## src/rtl/blob_bbox_analyzer.sv

```systemverilog
//------------------------------------------------------------------------------
// blob_bbox_analyzer
//
// Purpose:
//   Takes the filtered binary foreground stream in raster order and collects
//   per-frame blob statistics: bounding box, foreground area and, when built
//   with BLOB_CENTROID_EN defined, the centroid. The results are published
//   once per frame and stay stable for the whole of the following frame.
//   During that frame the video output carries the binary mask with a
//   coloured rectangle drawn around the published box.
//
// Build option:
//   BLOB_CENTROID_EN - when defined, position sums are collected and a
//                      restoring sequential divider produces cent_x/cent_y.
//                      When undefined, the centroid outputs are tied to 0.
//
// Ports:
//   app_clk       video clock
//   app_rst       synchronous active-high reset
//   vid_hpos      current horizontal position
//   vid_vpos      current vertical position
//   foregnd_px    filtered foreground pixel at (vid_hpos, vid_vpos)
//   vid_data_out  24-bit RGB, mask plus bounding-box overlay, 2-cycle latency
//   bbox_x0/x1    leftmost / rightmost foreground column of last frame
//   bbox_y0/y1    top / bottom foreground row of last frame
//   bbox_area     foreground pixel count of last frame (saturating)
//   bbox_valid    last frame area reached MIN_AREA
//   frame_done    one-cycle pulse, high in the first cycle new results show
//   cent_x/cent_y centroid column / row (truncated)
//   cent_valid    centroid outputs belong to the current published frame
//------------------------------------------------------------------------------
module blob_bbox_analyzer #(
   parameter int          H_IMG_RES = 640,
   parameter int          V_IMG_RES = 480,
   parameter int          POS_W     = 11,
   parameter int          AREA_W    = 19,
   parameter int          MIN_AREA  = 16,
   parameter int          BORDER_W  = 1,
   parameter logic [23:0] BOX_COLOR = 24'hFF0000
) (
   input  logic              app_clk,
   input  logic              app_rst,
   input  logic [POS_W-1:0]  vid_hpos,
   input  logic [POS_W-1:0]  vid_vpos,
   input  logic              foregnd_px,
   output logic [23:0]       vid_data_out,
   output logic [POS_W-1:0]  bbox_x0,
   output logic [POS_W-1:0]  bbox_x1,
   output logic [POS_W-1:0]  bbox_y0,
   output logic [POS_W-1:0]  bbox_y1,
   output logic [AREA_W-1:0] bbox_area,
   output logic              bbox_valid,
   output logic              frame_done,
   output logic [POS_W-1:0]  cent_x,
   output logic [POS_W-1:0]  cent_y,
   output logic              cent_valid
);

   localparam logic [POS_W-1:0]  H_LAST   = POS_W'(H_IMG_RES - 1);
   localparam logic [POS_W-1:0]  V_LAST   = POS_W'(V_IMG_RES - 1);
   localparam logic [AREA_W-1:0] AREA_MIN = AREA_W'(MIN_AREA);
   localparam logic [POS_W:0]    BORDER   = (POS_W+1)'(BORDER_W);

   typedef enum logic [1:0] {
      WAIT_SOF,
      ACCUM,
      LATCH,
      DIVIDE
   } state_t;

   state_t state;

   logic [POS_W-1:0]  acc_min_x;
   logic [POS_W-1:0]  acc_max_x;
   logic [POS_W-1:0]  acc_min_y;
   logic [POS_W-1:0]  acc_max_y;
   logic [AREA_W-1:0] acc_area;

   logic px_active;
   logic px_sof;
   logic px_last;
   logic px_take;

   // Classify the current position. A pixel is taken into the accumulators
   // only when it is active foreground and we are inside a frame, which
   // includes the start-of-frame pixel itself while still in WAIT_SOF.
   always_comb begin
      px_active = (vid_hpos <= H_LAST) && (vid_vpos <= V_LAST);
      px_sof    = (vid_hpos == '0) && (vid_vpos == '0);
      px_last   = (vid_hpos == H_LAST) && (vid_vpos == V_LAST);
      px_take   = foregnd_px && px_active &&
                  ((state == ACCUM) || ((state == WAIT_SOF) && px_sof));
   end

`ifdef BLOB_CENTROID_EN
   logic [31:0] acc_sum_x;
   logic [31:0] acc_sum_y;
   logic [31:0] div_sum_y;
   logic [31:0] div_quo;
   logic [31:0] div_rem;
   logic [32:0] div_den;
   logic [5:0]  div_cnt;
   logic [32:0] div_shift;
   logic [32:0] div_trial;
   logic [31:0] div_quo_next;
   logic [31:0] div_rem_next;

   // One restoring-division step. The quotient register starts out holding
   // the dividend and shifts its top bit into the partial remainder each
   // cycle; the vacated low bit receives the new quotient bit. The remainder
   // always stays below the divisor, so bit 32 of the trial difference is a
   // reliable borrow flag.
   always_comb begin
      div_shift = {div_rem, div_quo[31]};
      div_trial = div_shift - div_den;
      if (!div_trial[32]) begin
         div_rem_next = div_trial[31:0];
         div_quo_next = {div_quo[30:0], 1'b1};
      end else begin
         div_rem_next = div_shift[31:0];
         div_quo_next = {div_quo[30:0], 1'b0};
      end
   end
`else
   // Without the centroid option there is nothing to compute, so the
   // centroid outputs are simply held at zero.
   assign cent_x     = '0;
   assign cent_y     = '0;
   assign cent_valid = 1'b0;
`endif

   // Frame state machine, accumulators and published result registers.
   // Accumulators collect min/max position and a saturating pixel count
   // while a frame is in progress. The cycle after the last active pixel is
   // the LATCH state, which copies everything into the published registers,
   // pulses frame_done with the new values and rearms the accumulators.
   // LATCH wins over a coinciding start of frame; that frame is then skipped
   // because we only leave WAIT_SOF on the next (0,0). With the centroid
   // option, LATCH hands sums and area to the divider, which runs x then y
   // for 32 steps each before returning to WAIT_SOF.
   always_ff @(posedge app_clk) begin
      if (app_rst) begin
         state      <= WAIT_SOF;
         acc_min_x  <= H_LAST;
         acc_max_x  <= '0;
         acc_min_y  <= V_LAST;
         acc_max_y  <= '0;
         acc_area   <= '0;
         bbox_x0    <= '0;
         bbox_x1    <= '0;
         bbox_y0    <= '0;
         bbox_y1    <= '0;
         bbox_area  <= '0;
         bbox_valid <= 1'b0;
         frame_done <= 1'b0;
`ifdef BLOB_CENTROID_EN
         acc_sum_x  <= '0;
         acc_sum_y  <= '0;
         div_sum_y  <= '0;
         div_quo    <= '0;
         div_rem    <= '0;
         div_den    <= '0;
         div_cnt    <= '0;
         cent_x     <= '0;
         cent_y     <= '0;
         cent_valid <= 1'b0;
`endif
      end else begin
         frame_done <= 1'b0;

         if (px_take) begin
            if (vid_hpos < acc_min_x) acc_min_x <= vid_hpos;
            if (vid_hpos > acc_max_x) acc_max_x <= vid_hpos;
            if (vid_vpos < acc_min_y) acc_min_y <= vid_vpos;
            if (vid_vpos > acc_max_y) acc_max_y <= vid_vpos;
            if (acc_area != '1) acc_area <= acc_area + 1'b1;
`ifdef BLOB_CENTROID_EN
            acc_sum_x <= acc_sum_x + 32'(vid_hpos);
            acc_sum_y <= acc_sum_y + 32'(vid_vpos);
`endif
         end

         case (state)
            WAIT_SOF: begin
               if (px_sof) state <= ACCUM;
            end

            ACCUM: begin
               if (px_last) state <= LATCH;
            end

            LATCH: begin
               bbox_x0    <= acc_min_x;
               bbox_x1    <= acc_max_x;
               bbox_y0    <= acc_min_y;
               bbox_y1    <= acc_max_y;
               bbox_area  <= acc_area;
               bbox_valid <= (acc_area >= AREA_MIN) && (acc_area != '0);
               frame_done <= 1'b1;
               acc_min_x  <= H_LAST;
               acc_max_x  <= '0;
               acc_min_y  <= V_LAST;
               acc_max_y  <= '0;
               acc_area   <= '0;
`ifdef BLOB_CENTROID_EN
               acc_sum_x  <= '0;
               acc_sum_y  <= '0;
               cent_valid <= 1'b0;
               div_quo    <= acc_sum_x;
               div_sum_y  <= acc_sum_y;
               div_rem    <= '0;
               div_den    <= 33'(acc_area);
               div_cnt    <= '0;
               state      <= (acc_area != '0) ? DIVIDE : WAIT_SOF;
`else
               state      <= WAIT_SOF;
`endif
            end

            DIVIDE: begin
`ifdef BLOB_CENTROID_EN
               div_quo <= div_quo_next;
               div_rem <= div_rem_next;
               div_cnt <= div_cnt + 1'b1;
               if (div_cnt == 6'd31) begin
                  cent_x  <= div_quo_next[POS_W-1:0];
                  div_quo <= div_sum_y;
                  div_rem <= '0;
               end
               if (div_cnt == 6'd63) begin
                  cent_y     <= div_quo_next[POS_W-1:0];
                  cent_valid <= bbox_valid;
                  state      <= WAIT_SOF;
               end
`else
               state <= WAIT_SOF;
`endif
            end

            default: state <= WAIT_SOF;
         endcase
      end
   end

   logic [POS_W:0] ov_h;
   logic [POS_W:0] ov_v;
   logic           ov_inside;
   logic           ov_edge;
   logic           ov_border;

   // Decide whether the current position lies on the overlay rectangle drawn
   // from the published box. Positions are widened by one bit so adding the
   // border thickness can never wrap. "Near the right edge" is written as
   // h + BORDER > x1 rather than h > x1 - BORDER to avoid underflow when the
   // box hugs column 0.
   always_comb begin
      ov_h      = {1'b0, vid_hpos};
      ov_v      = {1'b0, vid_vpos};
      ov_inside = (vid_hpos >= bbox_x0) && (vid_hpos <= bbox_x1) &&
                  (vid_vpos >= bbox_y0) && (vid_vpos <= bbox_y1);
      ov_edge   = (ov_h < ({1'b0, bbox_x0} + BORDER)) ||
                  ((ov_h + BORDER) > {1'b0, bbox_x1}) ||
                  (ov_v < ({1'b0, bbox_y0} + BORDER)) ||
                  ((ov_v + BORDER) > {1'b0, bbox_y1});
      ov_border = bbox_valid && ov_inside && ov_edge;
   end

   logic st_active;
   logic st_fg;
   logic st_border;

   // Two-stage output pipeline: the first stage registers the compare
   // results, the second turns them into the RGB word. Blanking positions
   // are forced to black so stray foreground bits there never leak out.
   always_ff @(posedge app_clk) begin
      if (app_rst) begin
         st_active    <= 1'b0;
         st_fg        <= 1'b0;
         st_border    <= 1'b0;
         vid_data_out <= '0;
      end else begin
         st_active <= px_active;
         st_fg     <= foregnd_px;
         st_border <= ov_border;
         if (!st_active)
            vid_data_out <= '0;
         else if (st_border)
            vid_data_out <= BOX_COLOR;
         else
            vid_data_out <= {24{st_fg}};
      end
   end

endmodule

```

## config.mk

```make
export PLATFORM = sky130hd
export DESIGN_NAME = blob_bbox_analyzer
export DESIGN_NICKNAME = d
export VERILOG_FILES = /design/src/rtl/blob_bbox_analyzer.sv
export SDC_FILE = /design/constraint.sdc
export NUM_CORES = 1
export LEC_CHECK = 0
export BUFFER_PORTS_ARGS = -buffer_cell sky130_fd_sc_hd__clkbuf_2
export CELL_PAD_IN_SITES_DETAIL_PLACEMENT = 1
export CELL_PAD_IN_SITES_GLOBAL_PLACEMENT = 2
export CORE_UTILIZATION = 34
export DETAILED_ROUTE_END_ITERATION = 8
export GPL_ROUTABILITY_DRIVEN = 0
export GPL_TIMING_DRIVEN = 0
export MAX_ROUTING_LAYER = met4
export PLACE_DENSITY_LB_ADDON = 0.1
export SYNTH_ARGS = -nofsm -noshare
export SYNTH_HDL_FRONTEND = slang
export SYNTH_SLANG_ARGS = --single-unit
```

## constraint.sdc

```tcl
create_clock -name app_clk -period 2.8 [get_ports app_clk]
set_input_delay 0 -clock app_clk [delete_from_list [all_inputs] [get_ports app_clk]]
set_output_delay 0 -clock app_clk [all_outputs]
set_load 0.02 [all_outputs]
```

==> impl_summary.md <==
Place
The placed wire-length estimate is 22,300 microns. The post-placement cell count is around 1.5k. Input and output buffers added on the ports amount to 112. The placed instances occupy a cell area of around 9900 sq um.

Critical path
In this run the critical register-to-register path is launched from bbox_x0[2]. The library cell contributing the largest single delay on the critical path is sky130_fd_sc_hd__dfxtp_4. On the worst path, the slowest cell contributes a delay of between 0.3 and 0.4 ns. The kind of critical path is reg -> reg. STA puts the critical path data required time at 3.11 ns.

The worst setup path is launched from a register. Data on the critical path arrives at its endpoint at 3.01 ns. The endpoint type of the worst setup path is a register.

The critical path starts at bbox_x0[2]. The largest fanout on the critical path is 5. The signal on the critical path passes through and3_4 -> and3_4 -> nand3_1 -> xnor2_1 -> ha_1 -> or3_1 -> a21oi_2 -> a41oi_2 -> o2111ai_1 -> nor4_1 -> nor4b_2.

The most prevalent standard cell on the critical path is sky130_fd_sc_hd__and3_4.

Detailed routing
The number of search-and-repair iterations in the first detailed-routing pass is 4. After the first detailed-routing iteration, the DRC count stood at 340. For this run, design rule violations remaining after detail routing come to 0. The overall via count from detail_route is slightly above 8k. The average wire per cell in the routed design is 18.9 microns. The post-route antenna net violation count is 0.

The post-detailed-route via-to-cell ratio is roughly 5.3. After detailed routing, the total wire length is 29,500 microns.

STA
Counting I/O delays and the setup requirement, the final critical path takes 2.70 ns. The share of the clock period used by the worst path after layout is 96.4%. The highest attainable clock frequency is 0.371 GHz. The total count of max-transition violations in the final report came to 0.

The number of failing setup endpoints in the final timing report is 0. Setup repair after global routing left no endpoint under its margin. The final hold violation count is 0.

The transition time at the pin with the least slew margin is 0.805 ns. The worst pin sits at a relative slew slack of roughly 45%. The final setup skew is 0.0154 ns.

Synthesis
In this run the mean area of a mapped cell was 8.38 sq um. The async set-reset flop share out of synthesis is 0%. Synthesis inferred 135 register bits.

The number of instances in the synthesized netlist is 1,058. In the synthesized netlist the dominant register cell turns out to be sky130_fd_sc_hd__dfxtp_1. The post-synthesis instance area is 8860 sq um.

The total number of yosys warnings is 0. The number of flops mapped to enable cells by yosys is 0. Counting distinct cell types in the post-synthesis netlist gives 57. The sequential element share of the synthesized area is 30.5%.

GRT
In the global route stage, met2 resource usage came out at a little under two fifths. The total overflow left after global routing is 0. The via count of the first global-routing pass is 8,138. The global routing's busiest layer is met2.

Entering global routing, the biggest net connects 17 pins. The routing usage on met3 is 3.63%. The combined global-route utilization of all metal layers is a little under a quarter.

For met1 alone, demand over resource in global routing was a little under a third. The initial antenna violation count is 0. The first-pass GRT wire length is 46,300 microns.

Clock network
The TritonCTS sink count is 135. The clock tree from TritonCTS is built. The number of buffers created by CTS is 17.

After clock tree synthesis, the clock-pin slew on the worst setup and hold paths is around 0.070 ns. In this run the clock root is driven by a sky130_fd_sc_hd__clkbuf_16. The maximum root-to-sink buffer count is 2.

The H-tree was split into 4 levels. The source-to-sink clock delay at the later pin of the worst-skew pair is 0.44 ns.

Finish
The share of final-layout standard cells stronger than drive strength 1 is approximately a fifth. The number of antenna diodes in the final layout is 0. The finished cells cover approximately 11,000 sq um. In the layout the commonest cells are sky130_fd_sc_hd__ha_1 (137), sky130_fd_sc_hd__dfxtp_1 (123), sky130_fd_sc_hd__clkbuf_2 (114), sky130_fd_sc_hd__inv_1 (95), sky130_fd_sc_hd__o21ai_0 (85).

The count of filler cells inserted in the layout is between 3k and 4k. The signed area change from the synthesized netlist to the final layout is 20.3%. The count of cells in the finished layout, fillers not included, comes to 1,558. In the final design database the tool counted 1,378 nets. The most common cell after layout, fill and taps aside is sky130_fd_sc_hd__ha_1.

Status
The flow ran to the end, and the final reports show no timing, DRC or antenna violations.

Hold path
In this run the most critical hold path is launched from app_rst. The worst min-delay path class is in -> reg.

Floorplan
The die outline area is 26,700 sq um. The die height is 163 microns. The core region area is 25,400 sq um. The floorplan has 58 rows.

The initial standard-cell utilization of the core is 34.9%. The die is ~160 microns wide. The count of boundary I/O pins is 137.

Pwr
The internal power is 0.00336 W. The power per unit of standard cell area is 445 nW/um^2. The share of total power in sequential cells is 40.5%. The analysis attributes to cell leakage a power of roughly 4.5 nW. Combinational cells account for 10.9% of the total power. The share of total power consumed by net switching is 29.1%. VDD sags by at most 380 uV. The relative contribution of the clock network to total power is 48.7%. The design draws 0.00474 W. For this design the total switching power over the nets is 0.00138 W.

Run
Across the run, the number of max-cap violations was 0.
[registers in the layout (all words and copies together) (netlist names), 11 cells and up]
register and cells:
acc_area 19, acc_max_x 11, acc_max_y 11, acc_min_y 11, acc_min_x 11, bbox_y0 11
bbox_x1 11, bbox_area 19, bbox_y1 11, bbox_x0 11
[cells in the mapped netlist (all sizes together), types with 11 or more instances]
library cell | number | area, sq um
nand3 | 73 | 370
mux2i | 17 | 170
inv | 97 | 364
nor2b | 12 | 75.1
buf | 57 | 400
xnor2 | 33 | 289
or3 | 14 | 87.6
o21ai | 87 | 435
o211ai | 12 | 90.1
nor3 | 11 | 55.1
nor4 | 12 | 96.3
a22o | 22 | 193
a21oi | 59 | 295
nand2 | 78 | 295
nand4 | 35 | 225
a211oi | 11 | 82.6
nor2 | 49 | 184
clkbuf | 26 | 97.6
dfxtp | 135 | 2700
ha | 138 | 1730
[kinds of logic after synthesis]
| kind of cell | Yosys count | synth area share (%) |
|---|---|---|
| other | 1 | 0.0423 |
| DFF | 135 | 30.5 |
| and+or+nand+nor | 316 | 18.3 |
| adders and majority gates | 138 | 19.5 |
| xor gates and xnor gates | 39 | 3.85 |
| AOI/OAI and AO/OA | 232 | 16.2 |
| muxes | 17 | 1.92 |
| buffers and inverters | 180 | 9.73 |
[worst max-delay path, delay by kind of cell, from the launching register on]
kind / cells / cell delay, ns
fa+ha+maj: 1 / 0.25
xor+xnor: 1 / 0.19
simple gates: 6 / 1.28
compound gates: 3 / 0.47
flops: 1 / 0.38
[repair_timing]
| action | CTS | global route |
|---|---|---|
| pin swaps | 4 | 7 |
| setup endpoints to repair | 1 | 1 |
| endpoints found under the hold margin | 2 | 0 |
| gates resized for setup | 22 | 21 |
| hold buffers | 2 | 0 |
| buffers inserted | 0 | 3 |
[stage by stage]
step | hold WS [ns] | setup WS, ns | setup TNS [ns] | utilization [%]
floorplan | 0.135 | 0.263 | 0 | -
global placement | 0.362 | -0.704 | -4.04 | 39.0
detailed placement | 0.379 | -0.687 | -4.16 | 39.0
CTS | 0.00383 | 0.00969 | 0 | 41.7
global route | 0.0551 | 0.0135 | 0 | 42.0
finish | 0.00779 | 0.101 | 0 | 42.0
[metal layers]
metal  part of all wire, %  wire length [microns]  vias up
li1                      -                      -     4038
met1                    49                  14300     3999
met2                    47                  13700      142
met3                   3.3                    979       26
met4                   1.5                    450        0
met5                     0                      0        -
[final cells by class]
| type | count | area [sq um] | area share [%] |
|---|---|---|---|
| Buffer | 82 | 497 | 4.66 |
| Clock buffer | 17 | 425 | 3.99 |
| Clock inverter | 15 | 165 | 1.55 |
| Inverter | 97 | 364 | 3.42 |
| Multi-Input combinational cell | 765 | 5470 | 51.3 |
| Sequential cell | 135 | 2730 | 25.6 |
| Tap cell | 330 | 413 | 3.87 |
| Timing Repair Buffer | 117 | 603 | 5.66 |
[path summary, 6_finish.rpt]
kind         slack [ns]  depth (start not counted)         endpoint
min               0.008                          2            st_fg
max                0.10                         11        st_border
min reg2reg        0.43                          1  vid_data_out[0]
max reg2reg        0.10                         11        st_border
[power groups by stage]
stage          logic [W]  registers [W]  clock network (W)
4_1_cts         0.000512        0.00192            0.00235
2_1_floorplan   0.000307        0.00196                  0
6_report        0.000515        0.00192            0.00231
5_1_grt         0.000577        0.00192            0.00244
3_3_place_gp    0.000495        0.00196                  0
3_5_place_dp    0.000504        0.00197                  0
No activity file was read; power rests on OpenSTA's default activity.
